`src/rtl/mem_arb_pkg.sv`:
```
// Shared types and constants for the two-port memory arbiter.
// Port 0 is instruction fetch and port 1 is load/store.
package mem_arb_pkg;

    typedef enum logic [1:0] {
        IDLE   = 2'd0,
        ACCESS = 2'd1,
        RESP   = 2'd2
    } state_t;

    localparam int unsigned PORT_IF = 0;
    localparam int unsigned PORT_LS = 1;

    function automatic logic [1:0] port_onehot(input logic port);
        return port ? 2'b10 : 2'b01;
    endfunction

endpackage

```
`src/rtl/mem_arbiter_if.sv`:
```
// Requester and memory-side signals of mem_arbiter.
// The slave modport is the arbiter's view; the master modport is the view of the requesters and the memory.
interface mem_arbiter_if #(
    parameter int unsigned ADDR_W = 3,
    parameter int unsigned DATA_W = 32
);
    logic [1:0]        req;
    logic [1:0]        we;
    logic [ADDR_W-1:0] addr0;
    logic [ADDR_W-1:0] addr1;
    logic [DATA_W-1:0] wdata0;
    logic [DATA_W-1:0] wdata1;
    logic [1:0]        gnt;
    logic [1:0]        rsp_valid;
    logic [DATA_W-1:0] rsp_data;
    logic              mem_dmem;
    logic [ADDR_W-1:0] mem_addr;
    logic [DATA_W-1:0] mem_data_w;
    logic [DATA_W-1:0] mem_data_r;

    modport slave (
        input  req, we, addr0, addr1, wdata0, wdata1, mem_data_r,
        output gnt, rsp_valid, rsp_data, mem_dmem, mem_addr, mem_data_w
    );

    modport master (
        output req, we, addr0, addr1, wdata0, wdata1, mem_data_r,
        input  gnt, rsp_valid, rsp_data, mem_dmem, mem_addr, mem_data_w
    );
endinterface

```
`src/rtl/mem_arbiter_rr.sv`:
```
// Two-input round-robin pick with a last-grant register.
// On contention, the port that was not granted most recently wins.
module rr_arbiter2
    import mem_arb_pkg::*;
(
    input  logic       clk,
    input  logic       rst,
    input  logic [1:0] req,
    input  logic       update,
    output logic [1:0] gnt
);
    // Index of the most recently granted port; resetting to 1 lets port 0 win first.
    logic r_last;

    always_comb begin
        gnt = '0;
        case (req)
            2'b01:   gnt = 2'b01;
            2'b10:   gnt = 2'b10;
            2'b11:   gnt = r_last ? 2'b01 : 2'b10;
            default: gnt = '0;
        endcase
    end

    always_ff @(posedge clk or negedge rst) begin
        if (!rst) begin
            r_last <= 1'b1;
        end else if (update && (|gnt)) begin
            r_last <= gnt[PORT_LS];
        end
    end

endmodule

```
`src/rtl/mem_arbiter.sv`:
```
// Shares a single-port synchronous-read memory between two requesters.
// Each access takes three cycles: grant (IDLE), ACCESS, then RESP.
module mem_arbiter
    import mem_arb_pkg::*;
#(
    parameter int unsigned ADDR_W = 3,
    parameter int unsigned DATA_W = 32
) (
    input  logic          clk,
    input  logic          rst,
    mem_arbiter_if.slave  bus
);
    state_t            r_state;
    state_t            w_next;
    logic [1:0]        w_arb_gnt;
    logic              w_idle;
    logic              w_take;
    logic              r_port;
    logic              r_we;
    logic [ADDR_W-1:0] r_addr;
    logic [DATA_W-1:0] r_wdata;

    assign w_idle = (r_state == IDLE);
    assign w_take = w_idle && (|bus.req);

    rr_arbiter2 u_rr (
        .clk    (clk),
        .rst    (rst),
        .req    (bus.req),
        .update (w_idle),
        .gnt    (w_arb_gnt)
    );

    always_ff @(posedge clk or negedge rst) begin
        if (!rst) begin
            r_state <= IDLE;
        end else begin
            r_state <= w_next;
        end
    end

    // Write enable is derived from the state register, so it drops as soon as reset is asserted.
    always_comb begin
        w_next        = r_state;
        bus.gnt       = '0;
        bus.rsp_valid = '0;
        bus.rsp_data  = '0;
        bus.mem_dmem  = 1'b0;
        case (r_state)
            IDLE: begin
                bus.gnt = w_arb_gnt;
                if (|bus.req) begin
                    w_next = ACCESS;
                end
            end
            ACCESS: begin
                bus.mem_dmem = r_we;
                w_next       = RESP;
            end
            RESP: begin
                bus.rsp_valid = port_onehot(r_port);
                bus.rsp_data  = r_we ? '0 : bus.mem_data_r;
                w_next        = IDLE;
            end
            default: w_next = IDLE;
        endcase
    end

    always_ff @(posedge clk or negedge rst) begin
        if (!rst) begin
            r_port  <= 1'b0;
            r_we    <= 1'b0;
            r_addr  <= '0;
            r_wdata <= '0;
        end else if (w_take) begin
            r_port  <= w_arb_gnt[PORT_LS];
            r_we    <= w_arb_gnt[PORT_LS] ? bus.we[PORT_LS] : bus.we[PORT_IF];
            r_addr  <= w_arb_gnt[PORT_LS] ? bus.addr1 : bus.addr0;
            r_wdata <= w_arb_gnt[PORT_LS] ? bus.wdata1 : bus.wdata0;
        end
    end

    assign bus.mem_addr   = r_addr;
    assign bus.mem_data_w = r_wdata;

endmodule

```
`src/flat_wrapper.sv`:
```
// flat-port wrapper written by rule: the top's interface ports become plain ports
module mem_arbiter_flat import mem_arb_pkg::*;
#(
    parameter int unsigned ADDR_W = 3,
    parameter int unsigned DATA_W = 32
)
  (clk, rst, bus_req, bus_we, bus_addr0, bus_addr1, bus_wdata0, bus_wdata1, bus_mem_data_r, bus_gnt, bus_rsp_valid, bus_rsp_data, bus_mem_dmem, bus_mem_addr, bus_mem_data_w);
  mem_arbiter_if #(.ADDR_W(ADDR_W), .DATA_W(DATA_W)) bus_i ();
  input  logic clk;
  input  logic rst;
  input wire logic [$bits(bus_i.req)-1:0] bus_req;
  input wire logic [$bits(bus_i.we)-1:0] bus_we;
  input wire logic [$bits(bus_i.addr0)-1:0] bus_addr0;
  input wire logic [$bits(bus_i.addr1)-1:0] bus_addr1;
  input wire logic [$bits(bus_i.wdata0)-1:0] bus_wdata0;
  input wire logic [$bits(bus_i.wdata1)-1:0] bus_wdata1;
  input wire logic [$bits(bus_i.mem_data_r)-1:0] bus_mem_data_r;
  output wire logic [$bits(bus_i.gnt)-1:0] bus_gnt;
  output wire logic [$bits(bus_i.rsp_valid)-1:0] bus_rsp_valid;
  output wire logic [$bits(bus_i.rsp_data)-1:0] bus_rsp_data;
  output wire logic [$bits(bus_i.mem_dmem)-1:0] bus_mem_dmem;
  output wire logic [$bits(bus_i.mem_addr)-1:0] bus_mem_addr;
  output wire logic [$bits(bus_i.mem_data_w)-1:0] bus_mem_data_w;
  assign bus_i.req = bus_req;
  assign bus_i.we = bus_we;
  assign bus_i.addr0 = bus_addr0;
  assign bus_i.addr1 = bus_addr1;
  assign bus_i.wdata0 = bus_wdata0;
  assign bus_i.wdata1 = bus_wdata1;
  assign bus_i.mem_data_r = bus_mem_data_r;
  assign bus_gnt = bus_i.gnt;
  assign bus_rsp_valid = bus_i.rsp_valid;
  assign bus_rsp_data = bus_i.rsp_data;
  assign bus_mem_dmem = bus_i.mem_dmem;
  assign bus_mem_addr = bus_i.mem_addr;
  assign bus_mem_data_w = bus_i.mem_data_w;
  mem_arbiter #(.ADDR_W(ADDR_W), .DATA_W(DATA_W)) u_core (.clk(clk), .rst(rst), .bus(bus_i));
endmodule
```
`config.mk`:
```
export PLATFORM = sky130hd
export DESIGN_NAME = mem_arbiter_flat
export DESIGN_NICKNAME = d
export VERILOG_FILES = /design/src/rtl/mem_arb_pkg.sv /design/src/rtl/mem_arbiter_if.sv /design/src/rtl/mem_arbiter_rr.sv /design/src/rtl/mem_arbiter.sv /design/src/flat_wrapper.sv
export SDC_FILE = /design/constraint.sdc
export NUM_CORES = 1
export LEC_CHECK = 0
export ABC_AREA = 1
export CORE_ASPECT_RATIO = 1.1
export CORE_UTILIZATION = 30
export DETAILED_ROUTE_END_ITERATION = 8
export PLACE_DENSITY = 0.81
export SLEW_MARGIN = 20
export SYNTH_ARGS = -nofsm -noshare
export SYNTH_HDL_FRONTEND = slang
export SYNTH_SLANG_ARGS = --single-unit
```
`constraint.sdc`:
```
create_clock -name clk -period 1.35 [get_ports clk]
set_input_delay 0.27 -clock clk [delete_from_list [all_inputs] [get_ports clk]]
set_output_delay 0.27 -clock clk [all_outputs]
set_load 0.05 [all_outputs]
```
==> results.cfg, run 1 <==
[clocking]
cts_sinks = 40
h-tree-depth = 2
cts_tree = built
cts_root_buffer = clkbuf_8
clkLatencyLatePin_ns = 0.29
cts.clk_slew.worst_paths_ns = 0.07
cts_max_path_buffers = 2
cts_buffers = 5

[timing]
fin_setup_tns_ns = -14.55
fmax_mhz = 578
relSlewSlack_pct = 70.5
hold_viol = 0
tightest_slew_ns = 0.442
rsz0062_at_grt = yes
fin_hold_ws_ns = 0.459
setup_slack_ns = -0.380
drv_slew = 0
fin_skew_ns = 0.00882
fin_crit_ns = 1.73
finalCritPeriodShare_pct = 128
setup-violations-final = 73

[global_routing]
global_route.usage.met2_pct = 44.6
grt_max_degree = 34
grt_use_met1_pct = 23.2
grt_pass1_wl_mm = 15.8
antenna_found_initial = 0
busiest_layer = met2
first_global_vias = 3446
grt-ovfl-total = 0
use_met3_pct = 6.26
grt_usage_pct = 23.5

[floorplanning]
num_rows = 34
start_util_pct = 31.5
die_y_um = 98.3
dieArea_um2 = 8800
io_pins = 180
chipWidth_um = 89.5
core_um2 = 8040

[final_layout]
layout_commonest_cell = nand2_1
nNetsFinal = 711
layout-drive-gt1-share_pct = 27.6
area_growth_pct = 136
fin_area_um2 = 5970
layout_common_cells = nand2_1, clkdlybuf4s50_1, buf_12, inv_1, nand3_1
antenna_cells = 0

[setup_path]
slowest_delay_ns = 0.37
rr_worst_depth = 8
crit_chain = inv_2 -> nor2_4 -> clkinv_4 -> buf_16 -> nor2_4 -> buf_12
rr_endpoint = u_core.bus.mem_data_w[19]$_DFFE_PN0P_
critPathBufInv = 4
start_kind = flip-flop
cp_slowest_cell = dfrtp_1
rr_startpoint = u_core.r_state[0]$_DFFE_PN0P_
crit_type = reg2out
crit_path_end_kind = output pin
critPathMaxFanout = 7
crit_top_cell = nor2_4
worstPathArrival_ns = 1.46
cp_top_family = buffers and inverters
required_ns = 1.08
r2r_slack_ns = -0.08

[synth]
avgSynthCellArea_um2 = 6.26
synth.distinct_cells = 17
synthTopCellsByArea = dfrtp_1, nand2_1, nand3_1
ys_warn_count = 0
syn_nets = 512
seq_area_frac_synth_pct = 39.6
synth_top_cell_area_share_pct = 38.6
ys_seq_elements = 40
yosysTopAreaCell = dfrtp_1
netlist_instances = 404
netlist_area_um2 = 2530

[routing]
firstDrtPassIters = 4
drt_iter0_markers = 126
vias = 3344
ant_nets = 0
routed_wl_mm = 10.6
post_drt_wl_per_cell_um = 14.9
vias_per_cell = 4.70
drc = 0

[outcome]
status = finished, violations left
violations = negative setup slack

[power]
leakage_uw = 0.00297
ir_worst_vdd_uv = 1400
power_uw = 12700
p_per_area_nw_per_um2 = 2140

[placed_design]
place_area_um2 = 5540
numPortBuffers = 179
dpl.hpwl_mm = 7.59
dp_slack_ns = -0.373
routabilityCongestion = 0.784

[run]
cap_violations = 0

[min_path]
min_path_type = in2async
==> kinds of logic (layout without fill, tap and decap cells) <==
family,Yosys count,in the layout,share of synthesized area [%]
buf+inv,104,304,17.4
compound gates,2,2,0.396
flops,40,40,39.6
simple gates,258,258,42.6
==> sequential cells by signal, indices dropped and copies added (netlist names) <==
signal,count
u_core.r_port,1
u_core.r_state,2
u_core.r_we,1
u_core.bus.mem_addr,3
u_core.u_rr.r_last,1
u_core.bus.mem_data_w,32
==> final cells by class <==
class,instances,area [µm²]
Clock buffer,8,90.1
Sequential cell,40,1000
Tap cell,108,135
Timing Repair Buffer,215,3020
Multi-Input combinational cell,260,1400
Fill cell,519,2070
Inverter,81,313
==> worst max path at each step <==
| stage | start | to | slack, ns | depth (start not counted) |
|---|---|---|---|---|
| floorplan | u_core.r_state[1]$_DFFE_PN0P_ | bus_rsp_data[21] | -0.13 | 5 |
| global placement | bus_req[1] | bus_gnt[1] | -0.30 | 6 |
| detailed placement | bus_req[1] | u_core.bus.mem_data_w[19]$_DFFE_PN0P_ | -0.37 | 7 |
| CTS | u_core.r_state[1]$_DFFE_PN0P_ | bus_rsp_data[5] | -0.37 | 6 |
| global route | u_core.r_state[1]$_DFFE_PN0P_ | bus_rsp_data[4] | -0.43 | 6 |
| finish | u_core.r_state[1]$_DFFE_PN0P_ | bus_rsp_data[10] | -0.38 | 6 |
==> metrics by stage <==
step           utilization (%)  std cells
2_1_floorplan                -        404
3_3_place_gp              68.9        692
3_5_place_dp              68.9        692
4_1_cts                   73.4        710
5_1_grt                   74.2        712
6_report                  74.2        712
==> cells in the mapped netlist <==
cell / count
inv_1: 79
dfstp_2: 1
clkbuf_1: 3
o21ai_0: 2
nand3_2: 1
buf_4: 5
nor3_1: 1
nand3_1: 72
nand2_2: 1
nor2_1: 38
nor2_4: 1
clkinv_1: 1
buf_6: 2
nand2_1: 144
dfrtp_1: 39
buf_2: 13
inv_2: 1
==> timing repair <==
action                                 CTS  global route
setup endpoints to repair               57            75
pin swaps                                7             4
gates cloned                             5             2
hold buffers                             1             0
endpoints found under the hold margin   16             0
gates resized for setup                 26             4
buffers inserted                         6             0
==> where the power goes <==
part,switching (µW),total [µW],internal [µW]
clock network,395,812,417
registers,633,2420,1790
logic,5170,9510,4350
total,6190,12700,6550
==> worst register-to-register path: stages, from the launching register on <==
cell     delay [ns]
dfrtp_1        0.41
inv_1          0.09
nand2_1        0.13
nor2_4         0.16
buf_4          0.15
inv_2          0.05
buf_4          0.18
nand2_1        0.09
nand2_1        0.06
==> routing by layer <==
metal	vias up	part of all wire, %
li1	1589	-
met1	1529	35
met2	189	53
met3	37	8.6
met4	0	4.0
met5	-	0
(Power assumes the default switching activity.)
==> run 2, diff against run 1 <==
--- a/config.mk
+++ b/config.mk
@@ -8,6 +8,7 @@
 export ABC_AREA = 1
 export CORE_ASPECT_RATIO = 1.1
 export CORE_UTILIZATION = 30
+export CTS_CLUSTER_SIZE = 8
 export DETAILED_ROUTE_END_ITERATION = 8
 export PLACE_DENSITY = 0.81
 export SLEW_MARGIN = 20
==> results of run 2 <==
Final layout, timing and power as in run 1 (identical DEF).
==> run 3, diff against run 2 <==
--- a/config.mk
+++ b/config.mk
@@ -5,13 +5,12 @@
 export SDC_FILE = /design/constraint.sdc
 export NUM_CORES = 1
 export LEC_CHECK = 0
-export ABC_AREA = 1
 export CORE_ASPECT_RATIO = 1.1
 export CORE_UTILIZATION = 30
-export CTS_CLUSTER_SIZE = 8
 export DETAILED_ROUTE_END_ITERATION = 8
-export PLACE_DENSITY = 0.81
+export PLACE_DENSITY = 0.84
 export SLEW_MARGIN = 20
 export SYNTH_ARGS = -nofsm -noshare
 export SYNTH_HDL_FRONTEND = slang
+export SYNTH_HIERARCHICAL = 1
 export SYNTH_SLANG_ARGS = --single-unit
==> run 3 against run 2 <==
The run ends with design-rule violations, negative setup slack left. Non-clock buffer count is 5 lower. Global-route usage is 1.0 points lower. Clock power is 2.8% higher. Highest routed layer unchanged. First-iteration DRC count is 39% lower. Via count is 33% lower. Total power is 4.5% higher. Sequential power is 6% higher. Fmax is 0.42% higher. Wire length is 15% lower. Utilization is 5.1 points higher. Hold slack better by 0.032 ns.
==> results.cfg, run 3 <==
[outcome]
status = finished, violations left
violations = design-rule violations, negative setup slack

[timing]
finalCritPeriodShare_pct = 128
hold_viol = 0
fin_skew_ns = 0.00341
fin_crit_ns = 1.72
setup_slack_ns = -0.373
fin_hold_ws_ns = 0.491
relSlewSlack_pct = 84.3
drv_slew = 0
setup-violations-final = 74
fmax_mhz = 580
tightest_slew_ns = 0.235
rsz0062_at_grt = yes

[setup_path]
rr_startpoint = u_core/u_rr/r_last$_DFFE_PN1P_
rr_worst_depth = 5
r2r_slack_ns = -0.32
cp_slowest_cell = dfrtp_1
worstPathArrival_ns = 1.45
critPathMaxFanout = 8
slowest_delay_ns = 0.38
critPathBufInv = 2
required_ns = 1.08
crit_chain = nand2b_4 -> nor2_4 -> buf_6 -> and2_4 -> buf_12
crit_type = reg2out
start_kind = flip-flop
crit_path_end_kind = output pin
cp_top_family = simple AND/OR/NAND/NOR gates
rr_endpoint = u_core/bus.mem_data_w[11]$_DFFE_PN0P_

[synth]
seq_area_frac_synth_pct = 44.1
netlist_instances = 172
synthAdderAreaFrac_pct = 0
synth_top_family_by_area = multiplexers
synth_common_cells = mux2_2, dfrtp_1, and2_1
async_flop_share_pct = 100
yosysTopAreaCell = dfrtp_1
synth_top_cell_area_share_pct = 43.0
synth.distinct_cells = 19
yosys.area_share.simple_pct = 11.0
synth_most_common_cell = mux2_2
avgSynthCellArea_um2 = 13.2
syn_nets = 280
ys_seq_elements = 40
netlist_area_um2 = 2270
synthTopCellsByArea = dfrtp_1, mux2_2, mux2_4
synth_compound_area_share_pct = 1.49
synth_ff_type = dfrtp_1
synth_edf_count = 0
synth_xor_area_share_pct = 0
synth_mux_area_share_pct = 39.2
ys_warn_count = 6

[routing]
routed_wl_mm = 9.03
vias_per_cell = 4.81
drt_iter0_markers = 77
drc = 16
firstDrtPassIters = 7
ant_nets = 0
post_drt_wl_per_cell_um = 19.5
vias = 2231

[power]
power.switching_uw = 5580
p_int_uw = 7750
p_per_area_nw_per_um2 = 2350
p_seq_share_pct = 19.2
ir_worst_vdd_uv = 1580
pwr-share-clk_pct = 6.3
comb_power_share_pct = 74.5
netSwitchingFraction_pct = 41.9
leakage_uw = 0.00256

[clocking]
h-tree-depth = 2
cts_sinks = 40
clkLatencyLatePin_ns = 0.29
cts_root_buffer = clkbuf_8
cts_tree = built
cts.clk_slew.worst_paths_ns = 0.08
cts_buffers = 5
cts_max_path_buffers = 2

[final_layout]
area_growth_pct = 150
largest_reg_flops = 32
layout-drive-gt1-share_pct = 60.2
layout_common_cells = clkdlybuf4s50_1, buf_12, mux2_4, dfrtp_1, and2_4
utilization_pct = 79.3
multiInputGateArea_um2 = 1510
regArea_um2 = 1000
fin_area_um2 = 5680
n_fill_cell = 407
fin_cells = 464
antenna_cells = 0
nNetsFinal = 486
layout_commonest_cell = clkdlybuf4s50_1

[floorplanning]
dieArea_um2 = 7920
core_um2 = 7170
io_pins = 180
die_y_um = 93.3
start_util_pct = 31.7
chipWidth_um = 85.0
num_rows = 32

[placed_design]
numPortBuffers = 179
place_inst = 437
dpl.hpwl_mm = 5.97
place_area_um2 = 5090
routabilityCongestion = 0.654
dp_slack_ns = -0.634

[min_path]
min_path_type = in2async

[global_routing]
antenna_found_initial = 0
grt-ovfl-total = 0
grt_max_degree = 41
grt_pass1_wl_mm = 13.5
grt_usage_pct = 22.5
first_global_vias = 2504

[run]
cap_violations = 0
[run 3: logic make-up after synthesis]
| kind of cell | after synthesis |
|---|---|
| AND/OR/NAND/NOR | 41 |
| buffers and inverters | 13 |
| flip-flops | 40 |
| AO/OA/AOI/OAI | 5 |
| multiplexers | 73 |
[run 3: how the worst max path moves through the flow]
stage / from / endpoint / slack [ns] / cells past startpoint
final: u_core/r_state[0]$_DFFE_PN0P_ / bus_rsp_data[24] / -0.37 / 5
after global routing: u_core/r_state[0]$_DFFE_PN0P_ / bus_rsp_data[25] / -0.44 / 5
after CTS: u_core/r_state[0]$_DFFE_PN0P_ / bus_rsp_data[20] / -0.40 / 6
after detailed placement: bus_req[1] / u_core/bus.mem_addr[1]$_DFFE_PN0P_ / -0.63 / 5
after global placement: bus_req[1] / u_core/bus.mem_addr[1]$_DFFE_PN0P_ / -0.58 / 5
after floorplan: u_core/u_rr/r_last$_DFFE_PN1P_ / u_core/bus.mem_data_w[9]$_DFFE_PN0P_ / -0.14 / 5
[run 3: repair_timing]
| item | 4_1_cts | 5_1_grt |
|---|---|---|
| setup buffers | 15 | 5 |
| cloned | 5 | 3 |
| resized for setup | 64 | 27 |
| setup endpoints to repair | 74 | 74 |
| hold buffers | 1 | 0 |
| endpoints found under the hold margin | 39 | 0 |
| pin swaps | 3 | 18 |
[run 3: layout make-up]
class / count / area share [%]
clock buffers: 6 / 1.45
clock inverters: 2 / 0.176
inverters: 2 / 0.132
multi-input cells: 119 / 26.6
flip-flops and latches: 40 / 17.6
well taps: 85 / 1.87
repair buffers: 210 / 52.2
[run 3: per-layer routing]
layer,up-vias,wire [µm],track usage [%]
li1,1003,-,-
met1,1076,3310,24.4
met2,133,4700,40.4
met3,19,818,7.94
met4,0,190,7.63
met5,-,0,0
[run 3: power by group through the flow]
stage          logic (µW)  registers [µW]  clock network (µW)
6_report             9920            2560                 835
5_1_grt             10200            2650                 919
4_1_cts              9750            2550                 857
3_5_place_dp         8830            2560                   0
3_3_place_gp         8710            2520                   0
2_1_floorplan        2870            4100                   0
[run 3: through the flow]
| step | setup TNS, ns | power, µW |
|---|---|---|
| 6_report | -22.63 | 13300 |
| 2_1_floorplan | -3.40 | 6970 |
| 3_5_place_dp | -24.58 | 11400 |
| 5_1_grt | -25.77 | 13800 |
| 3_3_place_gp | -22.65 | 11200 |
| 4_1_cts | -23.19 | 13200 |
[run 3: worst min-delay path: stages]
cell,delay (ns)
dlygate4sd3_1,0.52
buf_2,0.13
buf_12,0.24
